--- config.mk ---
export PLATFORM = sky130hd
export DESIGN_NAME = wide_add_sequencer_flat
export DESIGN_NICKNAME = d
export VERILOG_FILES = /design/src/rtl/wide_add_sequencer_pkg.sv /design/src/rtl/wide_add_sequencer_if.sv /design/src/rtl/prefix_adder_32bit.sv /design/src/rtl/wide_add_sequencer.sv /design/src/flat_wrapper.sv
export SDC_FILE = /design/constraint.sdc
export NUM_CORES = 1
export LEC_CHECK = 0
export BUFFER_PORTS_ARGS = -buffer_cell sky130_fd_sc_hd__buf_4
export CAP_MARGIN = 20
export CORE_MARGIN = 2
export CORE_UTILIZATION = 50
export CTS_BUF_LIST = sky130_fd_sc_hd__clkbuf_4 sky130_fd_sc_hd__clkbuf_8
export CTS_CLUSTER_DIAMETER = 60
export DETAILED_ROUTE_END_ITERATION = 16
export PLACE_DENSITY = 0.74
export SKIP_LAST_GASP = 1
export SYNTH_ARGS = -nofsm -noshare
export SYNTH_HDL_FRONTEND = slang
export SYNTH_SLANG_ARGS = --single-unit
--- constraint.sdc ---
create_clock -name clk -period 38.1 [get_ports clk]
set_input_delay 7.62 -clock clk [delete_from_list [all_inputs] [get_ports clk]]
set_output_delay 7.62 -clock clk [all_outputs]
set_load 0.05 [all_outputs]
--- src/rtl/wide_add_sequencer_pkg.sv ---
// rtl/wide_add_sequencer_pkg.sv - shared constants, state type and helpers for the wide add sequencer
package wide_add_pkg;

   localparam int LIMB_W = 32;

   typedef enum logic [1:0] {
      IDLE = 2'd0,
      RUN  = 2'd1,
      DONE = 2'd2
   } seq_state_t;

   // Width of the limb index; never narrower than one bit
   function automatic int idx_width(input int limbs);
      return (limbs > 1) ? $clog2(limbs) : 1;
   endfunction

endpackage

--- src/rtl/wide_add_sequencer_if.sv ---
// rtl/wide_add_sequencer_if.sv - request/result handshake bundle between requester and sequencer
interface wide_add_sequencer_if
   import wide_add_pkg::*;
#(
   parameter int LIMBS = 4
);
   logic                      in_valid;
   logic                      in_ready;
   logic                      in_sub;
   logic [LIMBS*LIMB_W-1:0]   in_a;
   logic [LIMBS*LIMB_W-1:0]   in_b;
   logic                      out_valid;
   logic                      out_ready;
   logic [LIMBS*LIMB_W-1:0]   out_y;
   logic                      out_cout;
   logic                      out_ovf;

   modport master (
      output in_valid, in_sub, in_a, in_b, out_ready,
      input  in_ready, out_valid, out_y, out_cout, out_ovf
   );

   modport slave (
      input  in_valid, in_sub, in_a, in_b, out_ready,
      output in_ready, out_valid, out_y, out_cout, out_ovf
   );
endinterface

--- src/rtl/prefix_adder_32bit.sv ---
// rtl/prefix_adder_32bit.sv - 32-bit Kogge-Stone parallel-prefix adder with carry in/out
module prefix_adder_32bit (
   input  logic        cin,
   input  logic [31:0] a,
   input  logic [31:0] b,
   output logic [31:0] y,
   output logic        cout
);
   logic [31:0] g0;
   logic [31:0] p0;
   logic [31:0] grp_g;
   logic [31:0] grp_p;
   logic [31:0] carry;

   assign g0 = a & b;
   assign p0 = a ^ b;

   // Five doubling levels; after level l each bit covers a span of 2^(l+1) bits ending at itself
   for (genvar l = 0; l < 5; l++) begin : lvl
      logic [31:0] gi;
      logic [31:0] pi;
      logic [31:0] g;
      logic [31:0] p;
      if (l == 0) begin : src_first
         assign gi = g0;
         assign pi = p0;
      end else begin : src_prev
         assign gi = lvl[l-1].g;
         assign pi = lvl[l-1].p;
      end
      assign g = gi | (pi & (gi << (1 << l)));
      assign p = pi & ((pi << (1 << l)) | ((32'd1 << (1 << l)) - 32'd1));
   end

   assign grp_g = lvl[4].g;
   assign grp_p = lvl[4].p;

   // carry[i] is the carry out of bit i, folding the external carry in through the full-span propagate
   assign carry = grp_g | (grp_p & {32{cin}});
   assign y     = p0 ^ {carry[30:0], cin};
   assign cout  = carry[31];

endmodule

--- src/rtl/wide_add_sequencer.sv ---
// rtl/wide_add_sequencer.sv - sequences one 32-bit prefix adder over LIMBS limbs, LSB first
module wide_add_sequencer
   import wide_add_pkg::*;
#(
   parameter int LIMBS = 4
)(
   input  logic                 clk,
   input  logic                 rst,
   wide_add_sequencer_if.slave  bus
);
   localparam int W  = LIMBS * LIMB_W;
   localparam int IW = idx_width(LIMBS);

   localparam logic [1:0] ST_IDLE = IDLE;
   localparam logic [1:0] ST_RUN  = RUN;
   localparam logic [1:0] ST_DONE = DONE;

   localparam logic [IW-1:0] LAST_IDX = IW'(LIMBS - 1);

   logic [1:0]        state;
   logic [IW-1:0]     idx;
   logic              carry;
   logic [W-1:0]      a_reg;
   logic [W-1:0]      b_reg;
   logic [W-1:0]      y_reg;
   logic              cout_reg;
   logic              ovf_reg;
   logic              in_ready_reg;
   logic              out_valid_reg;

   logic [LIMB_W-1:0] limb_a;
   logic [LIMB_W-1:0] limb_b;
   logic [LIMB_W-1:0] limb_y;
   logic              limb_cout;
   logic              last_limb;

   assign limb_a    = a_reg[idx*LIMB_W +: LIMB_W];
   assign limb_b    = b_reg[idx*LIMB_W +: LIMB_W];
   assign last_limb = (idx == LAST_IDX);

   prefix_adder_32bit u_adder (
      .cin  (carry),
      .a    (limb_a),
      .b    (limb_b),
      .y    (limb_y),
      .cout (limb_cout)
   );

   // Controller: capture operands, walk the limbs with a chained carry, hold the result until taken
   always_ff @(posedge clk or posedge rst) begin
      if (rst) begin
         state         <= ST_IDLE;
         idx           <= '0;
         carry         <= 1'b0;
         a_reg         <= '0;
         b_reg         <= '0;
         y_reg         <= '0;
         cout_reg      <= 1'b0;
         ovf_reg       <= 1'b0;
         in_ready_reg  <= 1'b0;
         out_valid_reg <= 1'b0;
      end else begin
         case (state)
            ST_IDLE: begin
               if (bus.in_valid && in_ready_reg) begin
                  // Subtract is a + ~b + 1: invert b once here and seed the carry with in_sub
                  a_reg        <= bus.in_a;
                  b_reg        <= bus.in_sub ? ~bus.in_b : bus.in_b;
                  carry        <= bus.in_sub;
                  idx          <= '0;
                  state        <= ST_RUN;
                  in_ready_reg <= 1'b0;
               end else begin
                  in_ready_reg <= 1'b1;
               end
            end
            ST_RUN: begin
               y_reg[idx*LIMB_W +: LIMB_W] <= limb_y;
               carry                       <= limb_cout;
               idx                         <= idx + 1'b1;
               if (last_limb) begin
                  cout_reg      <= limb_cout;
                  ovf_reg       <= (a_reg[W-1] == b_reg[W-1]) && (limb_y[LIMB_W-1] != a_reg[W-1]);
                  idx           <= '0;
                  state         <= ST_DONE;
                  out_valid_reg <= 1'b1;
               end
            end
            ST_DONE: begin
               if (bus.out_ready) begin
                  state         <= ST_IDLE;
                  out_valid_reg <= 1'b0;
                  in_ready_reg  <= 1'b1;
               end
            end
            default: begin
               state         <= ST_IDLE;
               in_ready_reg  <= 1'b0;
               out_valid_reg <= 1'b0;
            end
         endcase
      end
   end

   assign bus.in_ready  = in_ready_reg;
   assign bus.out_valid = out_valid_reg;
   assign bus.out_y     = y_reg;
   assign bus.out_cout  = cout_reg;
   assign bus.out_ovf   = ovf_reg;

endmodule
--- src/flat_wrapper.sv ---
// flat-port wrapper written by rule: the top's interface ports become plain ports
module wide_add_sequencer_flat import wide_add_pkg::*;
#(
   parameter int LIMBS = 4
)
  (clk, rst, bus_in_valid, bus_in_sub, bus_in_a, bus_in_b, bus_out_ready, bus_in_ready, bus_out_valid, bus_out_y, bus_out_cout, bus_out_ovf);
  wide_add_sequencer_if #(.LIMBS(LIMBS)) bus_i ();
  input  logic clk;
  input  logic rst;
  input wire logic [$bits(bus_i.in_valid)-1:0] bus_in_valid;
  input wire logic [$bits(bus_i.in_sub)-1:0] bus_in_sub;
  input wire logic [$bits(bus_i.in_a)-1:0] bus_in_a;
  input wire logic [$bits(bus_i.in_b)-1:0] bus_in_b;
  input wire logic [$bits(bus_i.out_ready)-1:0] bus_out_ready;
  output wire logic [$bits(bus_i.in_ready)-1:0] bus_in_ready;
  output wire logic [$bits(bus_i.out_valid)-1:0] bus_out_valid;
  output wire logic [$bits(bus_i.out_y)-1:0] bus_out_y;
  output wire logic [$bits(bus_i.out_cout)-1:0] bus_out_cout;
  output wire logic [$bits(bus_i.out_ovf)-1:0] bus_out_ovf;
  assign bus_i.in_valid = bus_in_valid;
  assign bus_i.in_sub = bus_in_sub;
  assign bus_i.in_a = bus_in_a;
  assign bus_i.in_b = bus_in_b;
  assign bus_i.out_ready = bus_out_ready;
  assign bus_in_ready = bus_i.in_ready;
  assign bus_out_valid = bus_i.out_valid;
  assign bus_out_y = bus_i.out_y;
  assign bus_out_cout = bus_i.out_cout;
  assign bus_out_ovf = bus_i.out_ovf;
  wide_add_sequencer #(.LIMBS(LIMBS)) u_core (.clk(clk), .rst(rst), .bus(bus_i));
endmodule
==> reports/qor.csv, run 1 <==
metric;value;unit
status;finished clean;
yosysWarnings;0;
crit_path_max_fanout;312;
yosysTopAreaCell;dfrtp_1;
cts_setup_buffers;0;
ys_types;55;
post-route-util;63.9;%
wl_per_cell;19.3;um
async_reset_ff_share;100;%
vias;14634;
slowest_delay;0.81;ns
synth_flop_cell;dfrtp_1;
hold_path.class;flip-flop to flip-flop;
antenna_found_initial;0;
drt_iter0_drc;1011;
relSlewSlack;28.8;%
final_hold_viol_count;0;
finalWirelength;51500;um
ios;393;
fill_cells;2940;
netlist_area;18700;um^2
grt_usage;26.8;%
endpoint_kind;flip-flop;
synthMostInstantiatedCell;nand2_1;
cts_tree;done;
cp.arrival;9.85;ns
die_w;197;um
first_pass_iters;5;
worst_pin_slew;1.07;ns
ys_top_cells_by_area;dfrtp_1 (53%), nand2_1 (11%), mux4_2 (7.7%), xnor2_1 (6.8%), a22o_1 (5.1%);
syn_inst;1792;
maxSlewViolCount;0;
setup_violations;0;
nets;2455;
die_h;197;um
syn-num-nets;2093;
crit_buf_inv;2;
post-route-min-period;9.44;ns
worstHoldStart;u_core.a_reg[77]$_DFFE_PP0P_;
cts.clk_slew.worst_paths;0.06;ns
cts_sinks;393;
synth_edf_count;0;
postCtsResizedCells;0;
synth_top_area_share;52.7;%
hold_depth;2;
worstRegToRegCells;11;
multiInputGateArea;8360;um^2
cts-root-buf;clkbuf_8;
area_growth;25.5;%
gp_congestion;0.881;
ys_seq_elements;393;
insertion_delay;0.61;ns
criticalPathCategory;primary input to flip-flop;
cpMaxStageDelayCell;or3b_4;
hpwl;37200;um
regArea;9840;um^2
fmax;106;MHz
r2r_end;u_core.bus.out_y[30]$_DFFE_PP0P_;
tns;0;ns
rsz0062_at_grt;no;
clk_path_buf_depth;3;
maxCapViolCount;0;
fin_worst_skew;0.0371;ns
num_rows;70;
drc;0;
grt_overflow;0;
diodes;0;
grt_max_degree;313;
htree_levels;3;
cts_hold_buf;0;
grt_first_pass_wirelength;80400;um
syn_area_per_cell;10.4;um^2
cellPowerDensity;107;nW/um^2
cp_top_family;buffers and inverters;
ys_seq_area_share;52.7;%
grt_pass1_vias;14547;
core;36700;um^2
r2r-start;u_core.idx[0]$_DFFE_PP0P_;
drive_gt1_share;27.7;%
finalPower;2.51;mW
critPathLaunchType;primary input;
ant_nets;0;
rrSetupSlack;32.78;ns
finalCritPeriodShare;24.8;%
port_buffers;392;
initial_utilization;50.9;%
ir_worst_vdd;0.0000517;V
synth_common_cells;nand2_1 (556), dfrtp_1 (393), o21ai_0 (161), xnor2_1 (145), a22o_1 (108);
cts_buffers;67;
viasPerCell;5.48;
die_area;38900;um^2
leakage;11.6;nW
cp_cell_sequence;buf_4 > or3b_4 > buf_12 > o21ai_0;
hold_path_end;u_core.a_reg[77]$_DFFE_PP0P_;
worstPathRequired;38.51;ns
## how the worst max path moves through the flow
| stage | startpoint | endpoint | slack [ns] | depth (start not counted) |
|---|---|---|---|---|
| floorplan | rst | u_core.a_reg[0]$_DFFE_PP0P_ | 19.55 | 1 |
| global placement | rst | u_core.a_reg[118]$_DFFE_PP0P_ | 28.01 | 4 |
| detailed placement | rst | u_core.a_reg[118]$_DFFE_PP0P_ | 27.94 | 4 |
| CTS | rst | u_core.b_reg[83]$_DFFE_PP0P_ | 28.59 | 4 |
| global route | rst | u_core.b_reg[85]$_DFFE_PP0P_ | 28.25 | 4 |
| finish | bus_in_valid | u_core.b_reg[124]$_DFFE_PP0P_ | 28.66 | 4 |
## logic make-up (layout without fill, tap and decap cells)
group	after synthesis	in the layout	share of synthesized area, %
compound gates	382	382	13.7
xor+xnor	156	156	7.32
mux	66	66	7.83
fa+ha+maj	40	40	2.72
flops	393	393	52.7
buf+inv	133	543	2.68
simple gates	622	622	13.1
## worst reg2reg max path, cell delays in order, from the launching register on
cell and delay (ns):
dfrtp_4 1.04, buf_4 0.67, mux4_2 0.66, ha_1 0.37, a21o_1 0.22, a221oi_2 0.50, a2111oi_1 0.21, o311a_1 0.43
o31ai_2 0.32, a21oi_1 0.15, xor2_1 0.47, a22o_1 0.21
## report_power, final
| part | internal [mW] | switching [mW] | leakage (nW) | total, mW |
|---|---|---|---|---|
| registers | 0.595 | 0.121 | 5.04 | 0.717 |
| clock network | 0.248 | 0.163 | 0.791 | 0.411 |
| logic | 0.482 | 0.905 | 5.78 | 1.39 |
| total | 1.33 | 1.19 | 11.6 | 2.51 |
## stage by stage
stage / hold slack (ns) / area [um^2] / worst slack (ns) / std cells
floorplan: 0.440 / 18700 / 19.55 / 1792
global placement: 0.453 / 21900 / 28.01 / 2553
detailed placement: 0.457 / 21900 / 27.94 / 2553
CTS: 0.472 / 23400 / 28.59 / 2670
global route: 0.486 / 23400 / 28.25 / 2670
finish: 0.471 / 23400 / 28.66 / 2670
## metal layers
metal  track usage, %  vias up  share of wire [%]
met5                0        -                  0
met4             6.46        0                1.2
met3             4.99       46                7.5
met2             42.3      547                 47
met1             38.6     7163                 44
li1                 -     6878                  -
## layout make-up
type                    count  area share (%)
flip-flops and latches    393            42.0
multi-input cells        1266            35.7
repair buffers            411            13.2
clock buffers             112            5.91
well taps                 468            2.50
clock inverters             5           0.427
inverters                  15           0.272
## placed cells by master (no fill, tap or decap), types with 14 or more instances in the layout
cell type,count
buf_4,409
a22o_1,108
inv_1,14
o21ai_0,161
clkbuf_8,87
a21o_1,15
ha_1,39
clkbuf_4,25
nand2_1,556
a21oi_1,41
nor2_1,22
mux4_2,64
xnor2_1,145
dfrtp_1,391
Power figures use the tool's default switching activity.
==> run 2, diff against run 1 <==
Clock period 38.1 ns to 8.8 ns, I/O delays scaled along.
==> reports/qor.csv, run 2 (synthesis gave the netlist of run 1 again) <==
metric;value;unit
gp_congestion;0.849;
finalWirelength;53800;um
relSlewSlack;19.7;%
port_buffers;392;
ant_nets;0;
grt_usage;27.8;%
cpMaxStageDelayCell;dfrtp_4;
sequentialPowerShare;28.9;%
die_h;197;um
grt_first_pass_wirelength;83300;um
initial_utilization;50.9;%
power_frac_comb;55.7;%
postCtsResizedCells;0;
status;finished clean;
r2r_end;u_core.bus.out_cout$_DFFE_PP0P_;
final_hold_viol_count;0;
cts.clk_slew.worst_paths;0.06;ns
dpl_cell_area;22000;um^2
cp_cell_sequence;buf_4 > mux4_2 > ha_1 > a21o_1 > a221oi_2 > a2111oi_1 > o311a_1 > o31ai_2 > a21oi_1 > a211oi_1 > o31ai_1;
r2r-start;u_core.idx[0]$_DFFE_PP0P_;
clk_path_buf_depth;3;
finalPower;10.8;mW
design_area;23300;um^2
ios;393;
crit_buf_inv;1;
grt_overflow;0;
drive_gt1_share;27.4;%
maxCapViolCount;0;
instances_no_fill;2663;
area_growth;24.9;%
criticalPathCategory;flip-flop to flip-flop;
fin_worst_skew;0.0310;ns
multiInputGateArea;8360;um^2
placed_cells;2552;
grt_max_degree;278;
cts-root-buf;clkbuf_8;
endpoint_kind;flip-flop;
worstHoldStart;u_core.a_reg[105]$_DFFE_PP0P_;
hold_path_end;u_core.a_reg[105]$_DFFE_PP0P_;
post-route-min-period;4.92;ns
worstRegToRegCells;11;
viasPerCell;5.54;
cts_hold_buf;0;
final_common_cell;nand2_1;
cts_tree;done;
cell_internal_pwr;5.61;mW
leakage;11.5;nW
rrSetupSlack;3.88;ns
hold_path.class;flip-flop to flip-flop;
num_rows;70;
die_area;38900;um^2
finalCritPeriodShare;55.9;%
maxSlewViolCount;0;
wl_per_cell;20.2;um
cts_setup_buffers;0;
switching_power;5.17;mW
insertion_delay;0.61;ns
htree_levels;3;
fmax;203;MHz
die_w;197;um
antenna_found_initial;0;
cp_top_family;compound AO/OA/AOI/OAI gates;
nets;2453;
diodes;0;
crit_path_max_fanout;38;
grt_pass1_vias;14636;
tns;0;ns
worst_pin_slew;1.20;ns
hpwl;39000;um
rsz0062_at_grt;no;
drc;0;
finalWorstSetupSlack;3.88;ns
first_pass_iters;5;
cp.arrival;5.40;ns
hold_depth;2;
vias;14746;
setup_violations;0;
drt_iter0_drc;1000;
final_cell_mix;nand2_1 (556), buf_4 (406), dfrtp_1 (391), o21ai_0 (161), xnor2_1 (145);
slowest_delay;0.93;ns
switching_share;48.0;%
cellPowerDensity;463;nW/um^2
fill_cells;2988;
cts_buffers;66;
core;36700;um^2
clock_power_share;15.4;%
place_ws;3.79;ns
cts_sinks;393;
critPathLaunchType;flip-flop;
regArea;9840;um^2
ir_worst_vdd;0.000257;V
worstPathRequired;9.28;ns
## run 2: worst reg2reg max path: stages (launching register included)
cell	delay, ns
dfrtp_4	0.93
buf_4	0.74
mux4_2	0.63
ha_1	0.37
a21o_1	0.22
a221oi_2	0.46
a2111oi_1	0.18
o311a_1	0.41
o31ai_2	0.29
a21oi_1	0.15
a211oi_1	0.32
o31ai_1	0.13
## run 2: metrics by stage
stage	util, %	hold slack, ns
after floorplan	-	0.440
after global placement	59.9	0.452
after detailed placement	59.9	0.458
after CTS	63.5	0.472
after global routing	63.5	0.489
final	63.5	0.470
## run 2: worst max-delay path by stage
| stage | cells after the start | from | endpoint | slack, ns |
|---|---|---|---|---|
| global placement | 11 | u_core.idx[0]$_DFFE_PP0P_ | u_core.carry$_DFFE_PP0P_ | 3.87 |
| floorplan | 1 | rst | u_core.a_reg[0]$_DFFE_PP0P_ | 1.75 |
| global route | 11 | u_core.idx[0]$_DFFE_PP0P_ | u_core.bus.out_y[30]$_DFFE_PP0P_ | 3.47 |
| detailed placement | 11 | u_core.idx[0]$_DFFE_PP0P_ | u_core.bus.out_cout$_DFFE_PP0P_ | 3.79 |
| finish | 11 | u_core.idx[0]$_DFFE_PP0P_ | u_core.bus.out_cout$_DFFE_PP0P_ | 3.88 |
| CTS | 11 | u_core.idx[0]$_DFFE_PP0P_ | u_core.bus.out_y[62]$_DFFE_PP0P_ | 3.79 |
## run 2: cell type report
class                   instances  area share [%]
flip-flops and latches        393            42.2
inverters                      15           0.258
well taps                     468            2.51
multi-input cells            1266            35.9
clock buffers                 103            5.44
repair buffers                410            13.4
clock inverters                 8           0.301
## run 2: power groups by stage
stage	clock [mW]	sequential (mW)	combinational (mW)
after global placement	0	3.10	5.87
after floorplan	0	3.54	3.60
after CTS	1.69	3.11	6.00
final	1.66	3.11	6.01
after detailed placement	0	3.14	5.98
after global routing	1.77	3.20	6.52
## run 2: layer usage
layer / wire length, um / vias up / track usage (%)
met5: 0 / - / 0
met4: 659 / 0 / 6.10
met3: 3630 / 60 / 4.73
met2: 24700 / 565 / 42.8
met1: 24800 / 7258 / 41.6
li1: - / 6863 / -
